**config.mk**
```make
export PLATFORM = sky130hd
export DESIGN_NAME = jet_argmax_out
export DESIGN_NICKNAME = d
export VERILOG_FILES = /design/src/rtl/jet_argmax_out.sv
export SDC_FILE = /design/constraint.sdc
export NUM_CORES = 1
export LEC_CHECK = 0
export ABC_AREA = 1
export BUFFER_PORTS_ARGS = -buffer_cell sky130_fd_sc_hd__buf_2
export CAP_MARGIN = 20
export CELL_PAD_IN_SITES_DETAIL_PLACEMENT = 1
export CELL_PAD_IN_SITES_GLOBAL_PLACEMENT = 1
export CORE_UTILIZATION = 46
export DETAILED_ROUTE_END_ITERATION = 8
export GPL_TIMING_DRIVEN = 0
export PLACE_DENSITY_LB_ADDON = 0.2
export SLEW_MARGIN = 20
export SYNTH_ARGS = -nofsm -noshare
export SYNTH_HDL_FRONTEND = slang
export SYNTH_SLANG_ARGS = --single-unit
```
**constraint.sdc**
```tcl
create_clock -name clk -period 11.3 [get_ports clk]
set_input_delay 1.13 -clock clk [delete_from_list [all_inputs] [get_ports clk]]
set_output_delay 1.13 -clock clk [all_outputs]
set_load 0.02 [all_outputs]
```
**src/rtl/jet_argmax_out.sv**
```systemverilog
// ============================================================================
// Module      : jet_argmax_out
// Description : Output stage for the polylut_add jet core. Aligns in_valid to
//               the core latency, registers the signed argmax of the packed
//               class scores and buffers results in an FWFT FIFO.
//               Optional macro ARGMAX_MARGIN_EN adds out_margin.
// Revision    : 1.0 - initial release
// ============================================================================
`default_nettype none

module jet_argmax_out #(
    parameter int NUM_CLASSES = 5,
    parameter int SCORE_W     = 5,
    parameter int CORE_LAT    = 10,
    parameter int FIFO_DEPTH  = 4
) (
    input  logic                               clk,
    input  logic                               rst,
    input  logic                               in_valid,
    input  logic [NUM_CLASSES*SCORE_W-1:0]     scores,
    output logic                               out_valid,
    input  logic                               out_ready,
    output logic [$clog2(NUM_CLASSES)-1:0]     out_class,
    output logic [SCORE_W-1:0]                 out_score,
    output logic [$clog2(FIFO_DEPTH):0]        fifo_level,
    output logic [15:0]                        drop_cnt
`ifdef ARGMAX_MARGIN_EN
    ,
    output logic [SCORE_W:0]                   out_margin
`endif
);

    localparam int c_CLS_W = $clog2(NUM_CLASSES);
    localparam int c_PTR_W = $clog2(FIFO_DEPTH);
    localparam int c_LVL_W = c_PTR_W + 1;

    // ---------------- valid alignment ----------------
    logic [CORE_LAT-1:0] r_vdly;
    logic                w_s_valid;

    generate
        if (CORE_LAT == 1) begin : g_dly_one
            always_ff @(posedge clk) begin
                if (rst) r_vdly <= '0;
                else     r_vdly <= in_valid;
            end
        end else begin : g_dly_multi
            always_ff @(posedge clk) begin
                if (rst) r_vdly <= '0;
                else     r_vdly <= {r_vdly[CORE_LAT-2:0], in_valid};
            end
        end
    endgenerate

    assign w_s_valid = r_vdly[CORE_LAT-1];

    // ---------------- argmax ----------------
    logic signed [SCORE_W-1:0] w_score [NUM_CLASSES];

    generate
        for (genvar gi = 0; gi < NUM_CLASSES; gi++) begin : g_unpack
            assign w_score[gi] = scores[gi*SCORE_W +: SCORE_W];
        end
    endgenerate

    logic signed [SCORE_W-1:0] w_best;
    logic [c_CLS_W-1:0]        w_best_idx;

    // Strict greater-than keeps the lowest index on ties
    always_comb begin
        w_best     = w_score[0];
        w_best_idx = '0;
        for (int i = 1; i < NUM_CLASSES; i++) begin
            if (w_score[i] > w_best) begin
                w_best     = w_score[i];
                w_best_idx = c_CLS_W'(i);
            end
        end
    end

    logic                      r_a_valid;
    logic [c_CLS_W-1:0]        r_a_class;
    logic [SCORE_W-1:0]        r_a_score;

    always_ff @(posedge clk) begin
        if (rst) begin
            r_a_valid <= 1'b0;
            r_a_class <= '0;
            r_a_score <= '0;
        end else begin
            r_a_valid <= w_s_valid;
            if (w_s_valid) begin
                r_a_class <= w_best_idx;
                r_a_score <= w_best;
            end
        end
    end

`ifdef ARGMAX_MARGIN_EN
    logic signed [SCORE_W-1:0] w_second;
    logic [SCORE_W:0]          w_margin;
    logic [SCORE_W:0]          r_a_margin;

    // Runner-up is the largest score among every class except the winner
    always_comb begin
        w_second = {1'b1, {(SCORE_W-1){1'b0}}};
        for (int i = 0; i < NUM_CLASSES; i++) begin
            if ((c_CLS_W'(i) != w_best_idx) && (w_score[i] > w_second))
                w_second = w_score[i];
        end
        w_margin = {w_best[SCORE_W-1], w_best} - {w_second[SCORE_W-1], w_second};
    end

    always_ff @(posedge clk) begin
        if (rst)            r_a_margin <= '0;
        else if (w_s_valid) r_a_margin <= w_margin;
    end
`endif

    // ---------------- result FIFO ----------------
    logic [c_CLS_W-1:0] r_mem_class [FIFO_DEPTH];
    logic [SCORE_W-1:0] r_mem_score [FIFO_DEPTH];
    logic [c_PTR_W-1:0] r_wr_ptr;
    logic [c_PTR_W-1:0] r_rd_ptr;
    logic [c_LVL_W-1:0] r_level;
    logic [15:0]        r_drop_cnt;
    logic               w_nonempty;
    logic               w_full;
    logic               w_pop;
    logic               w_push;
    logic               w_drop;

    assign w_nonempty = (r_level != '0);
    assign w_full     = (r_level == c_LVL_W'(FIFO_DEPTH));
    assign w_pop      = w_nonempty && out_ready;
    assign w_push     = r_a_valid && (!w_full || w_pop);
    assign w_drop     = r_a_valid && w_full && !w_pop;

    always_ff @(posedge clk) begin
        if (w_push) begin
            r_mem_class[r_wr_ptr] <= r_a_class;
            r_mem_score[r_wr_ptr] <= r_a_score;
        end
    end

    always_ff @(posedge clk) begin
        if (rst) begin
            r_wr_ptr   <= '0;
            r_rd_ptr   <= '0;
            r_level    <= '0;
            r_drop_cnt <= '0;
        end else begin
            if (w_push) r_wr_ptr <= r_wr_ptr + 1'b1;
            if (w_pop)  r_rd_ptr <= r_rd_ptr + 1'b1;
            if (w_push && !w_pop)      r_level <= r_level + 1'b1;
            else if (!w_push && w_pop) r_level <= r_level - 1'b1;
            if (w_drop && (r_drop_cnt != 16'hFFFF))
                r_drop_cnt <= r_drop_cnt + 16'd1;
        end
    end

    // Head is forced to zero when empty so stale memory never shows
    assign out_valid  = w_nonempty;
    assign out_class  = w_nonempty ? r_mem_class[r_rd_ptr] : '0;
    assign out_score  = w_nonempty ? r_mem_score[r_rd_ptr] : '0;
    assign fifo_level = r_level;
    assign drop_cnt   = r_drop_cnt;

`ifdef ARGMAX_MARGIN_EN
    logic [SCORE_W:0] r_mem_margin [FIFO_DEPTH];

    always_ff @(posedge clk) begin
        if (w_push) r_mem_margin[r_wr_ptr] <= r_a_margin;
    end

    assign out_margin = w_nonempty ? r_mem_margin[r_rd_ptr] : '0;
`endif

endmodule

`default_nettype wire
```
==> results.md <==
* Run status: finished clean
* Wire length of the first global-routing pass at 15.4 mm
* Gr usage total at 0.225
* Slew margin rel. at 0.467
* Pleak at 2.06 nW
* Core footprint at 8260 um^2
* Post-CTS Repair Setup Buffers at 0
* Routed WL per cell at 14.3 um
* Achievable Freq at 164 MHz
* Top cell type's share of synthesized area at 0.244
* Post-route setup TNS at 0 ns
* Initial core utilization at 0.477
* Area growth syn-to-layout at 15.7%
* IO Port Bufs at 55
* Via density at 5.10
* Cell at the slowest stage of the critical path: nor2_1
* Final nets at 603
* Post-route ant nets at 0
* Worst reg2reg path endpoint: fifo_level[2]
* Worst path most repeated cell: nand2_1
* Required @ worst endpoint at 11.56 ns
* Least-Margin Pin Slew at 0.796 ns
* Register bit count reported by yosys at 76
* Post-synth top area cell: edfxtp_1
* Detailed Route WL at 9.43 mm
* Post-CTS sizing at 0
* Most common cell after layout, fill and taps aside: nand2_1
* # H-tree levels at 3
* Largest net degree at the start of global routing at 15
* Hold buffers post-CTS at 0
* Net Sw Power at 0.292 mW
* Sequential power share at 0.386
* Die height at 94.6 um
* Reg2Reg Setup Slack at 8.81 ns
* Clock root cell: clkbuf_8
* Fin crit share at 0.539
* Comb power frac at 0.335
* Cells on worst reg2reg path at 12
* CTS max path bufs at 2
* CTS tree: built
* Post-DP HPWL at 7.25 mm
* Worst vdd ir at 0.0707 mV
* Placed Area at 4350 um^2
* TritonCTS Sinks at 76
* Max incr delay on CP at 0.40 ns
* WS Path Type: in -> reg
* Final Critical Period at 6.10 ns
* Cell variety after synth at 37
* CP Max Fanout at 9
* Count of final hold-check violations at 0
* Mapped Cells at 481
* Final instance area at 4560 um^2
* Ports at 57
* Via count at 3353
* Die area at 8940 um^2
* Yosys Warn Count at 0
* Setup crit end kind: register
* Syn_area_per_cell at 8.19 um^2
* Post-Syn Area at 3940 um^2
* Max Cap Viol at 0
* GR Overflow Total at 0
* Most frequent cells in the layout: nand2_1, inv_1, nor2_1, buf_2, dfxtp_1
* CTS Buf Count at 9
* Share of layout cells above drive strength 1 at 0.172
* Setup Skew at 0.0126 ns
* Residual DRC at 0
* Switching Fraction at 0.375
* Min-Delay Path Depth at 2
* Final number of setup-violating endpoints at 0
* DRT iter0 DRCs at 79
* N_diodes at 0
* Worst EP arrival at 6.36 ns
* Later-pin clock latency in the skew report at 0.35 ns
* DIE WIDTH at 94.6 um
* Worst-path clk slew at 0.09 ns
* Worst hold path startpoint: r_vdly[8]
* DR pass1 iterations at 4
* Mapped Nets at 537
* Register area share after synthesis at 0.467
* Vias in the first global route at 3422
* Pins Over Slew Limit at 0
* Hold Path Sink: r_vdly[9]
* Reg2reg start: fifo_level[0]
* Clock power frac at 0.280
* Startpoint Class: input port
* Initial antenna violation count at 0
* Pwr dens at 171 nW/um^2
* Placer's final routability congestion estimate at 0.826
* Area contributors post-synth: edfxtp_1, dfxtp_1, ha_1, nand2_1, inv_1
* FP Rows at 33
* P_int at 0.487 mW
* RSZ-0062 raised after global routing: no
* Hold crit path type: reg -> reg
worst max path at each step:
stage / startpoint / end / slack [ns] / cells past startpoint
6_report: scores[4] / r_a_score[0] / 5.20 / 39
5_1_grt: scores[4] / r_a_class[1] / 4.47 / 39
4_1_cts: scores[4] / r_a_score[0] / 5.11 / 39
3_5_place_dp: scores[4] / r_a_score[0] / 4.77 / 39
3_3_place_gp: scores[4] / r_a_class[1] / 4.92 / 41
2_1_floorplan: scores[4] / r_a_class[1] / 5.78 / 38
cell type report:
cell class                      instances  area, um^2
Fill cell                            1038        3700
Buffer                                  8        30.0
Timing Repair Buffer                   55         275
Sequential cell                        76        1840
Clock buffer                           11         174
Tap cell                              105         131
Clock inverter                          5        40.0
Inverter                               77         292
Multi-Input combinational cell        320        1780
synth_stat cells, drive strengths merged:
cell and number:
nand3 36, o21bai 2, nand4 9, buf 3, nor4 1, dfxtp 44
o21a 2, xnor2 1, nand3b 1, o211ai 1, nor2 71, clkinv 2
or2 5, clkbuf 5, edfxtp 32, xor2 3, ha 26, nor3b 2
and2 1, o21ai 38, a21oi 32, nand2 77, a31oi 2, fa 1
nor3 9, inv 75
flip-flops by register name, indices dropped and copies added, names as in the netlist, named ones only:
signal / count
r_wr_ptr: 2
r_a_score: 5
r_mem_score: 20
r_mem_class: 12
fifo_level: 3
r_vdly: 10
r_a_class: 3
drop_cnt: 16
r_rd_ptr: 2
r_a_valid: 1
logic make-up (layout without fill, tap and decap cells):
kind of cell             after synthesis  in the layout  synth area share
AND/OR/NAND/NOR                      212            212             0.248
buffers and inverters                 85            156            0.0816
AO/OA/AOI/OAI                         77             77             0.107
flip-flops                            76             76             0.467
adder cells (fa/ha/maj)               27             27            0.0876
XOR/XNOR                               4              4           0.00889
critical path: cells and delay by family:
kind,cells,cell delay [ns]
compound gates,6,0.88
buf+inv,6,0.49
simple gates,23,2.68
fa+ha+maj,4,1.15
stage by stage:
| stage | worst slack (ns) | hold slack, ns | util | instances | total power [mW] |
|---|---|---|---|---|---|
| 6_report | 5.20 | 0.398 | 0.552 | 657 | 0.779 |
| 5_1_grt | 4.47 | 0.419 | 0.552 | 657 | 0.833 |
| 4_1_cts | 5.11 | 0.400 | 0.552 | 657 | 0.790 |
| 3_5_place_dp | 4.77 | 0.399 | 0.527 | 641 | 0.571 |
| 3_3_place_gp | 4.92 | 0.390 | 0.527 | 641 | 0.556 |
| 2_1_floorplan | 5.78 | 0.388 | - | 481 | 0.490 |
power groups by stage:
stage | registers [mW] | logic [mW] | clock network, mW
floorplan | 0.311 | 0.180 | 0
global route | 0.301 | 0.298 | 0.234
finish | 0.300 | 0.261 | 0.218
CTS | 0.300 | 0.267 | 0.223
detailed placement | 0.306 | 0.264 | 0
global placement | 0.306 | 0.250 | 0
routing by layer:
metal,GRT usage,share of wire,up-vias
li1,-,-,1706
met1,0.248,0.42,1583
met2,0.429,0.54,48
met3,0.0395,0.024,16
met4,0.0795,0.016,0
met5,0,0,-
Note: power is estimated with default switching activity, not from simulation.
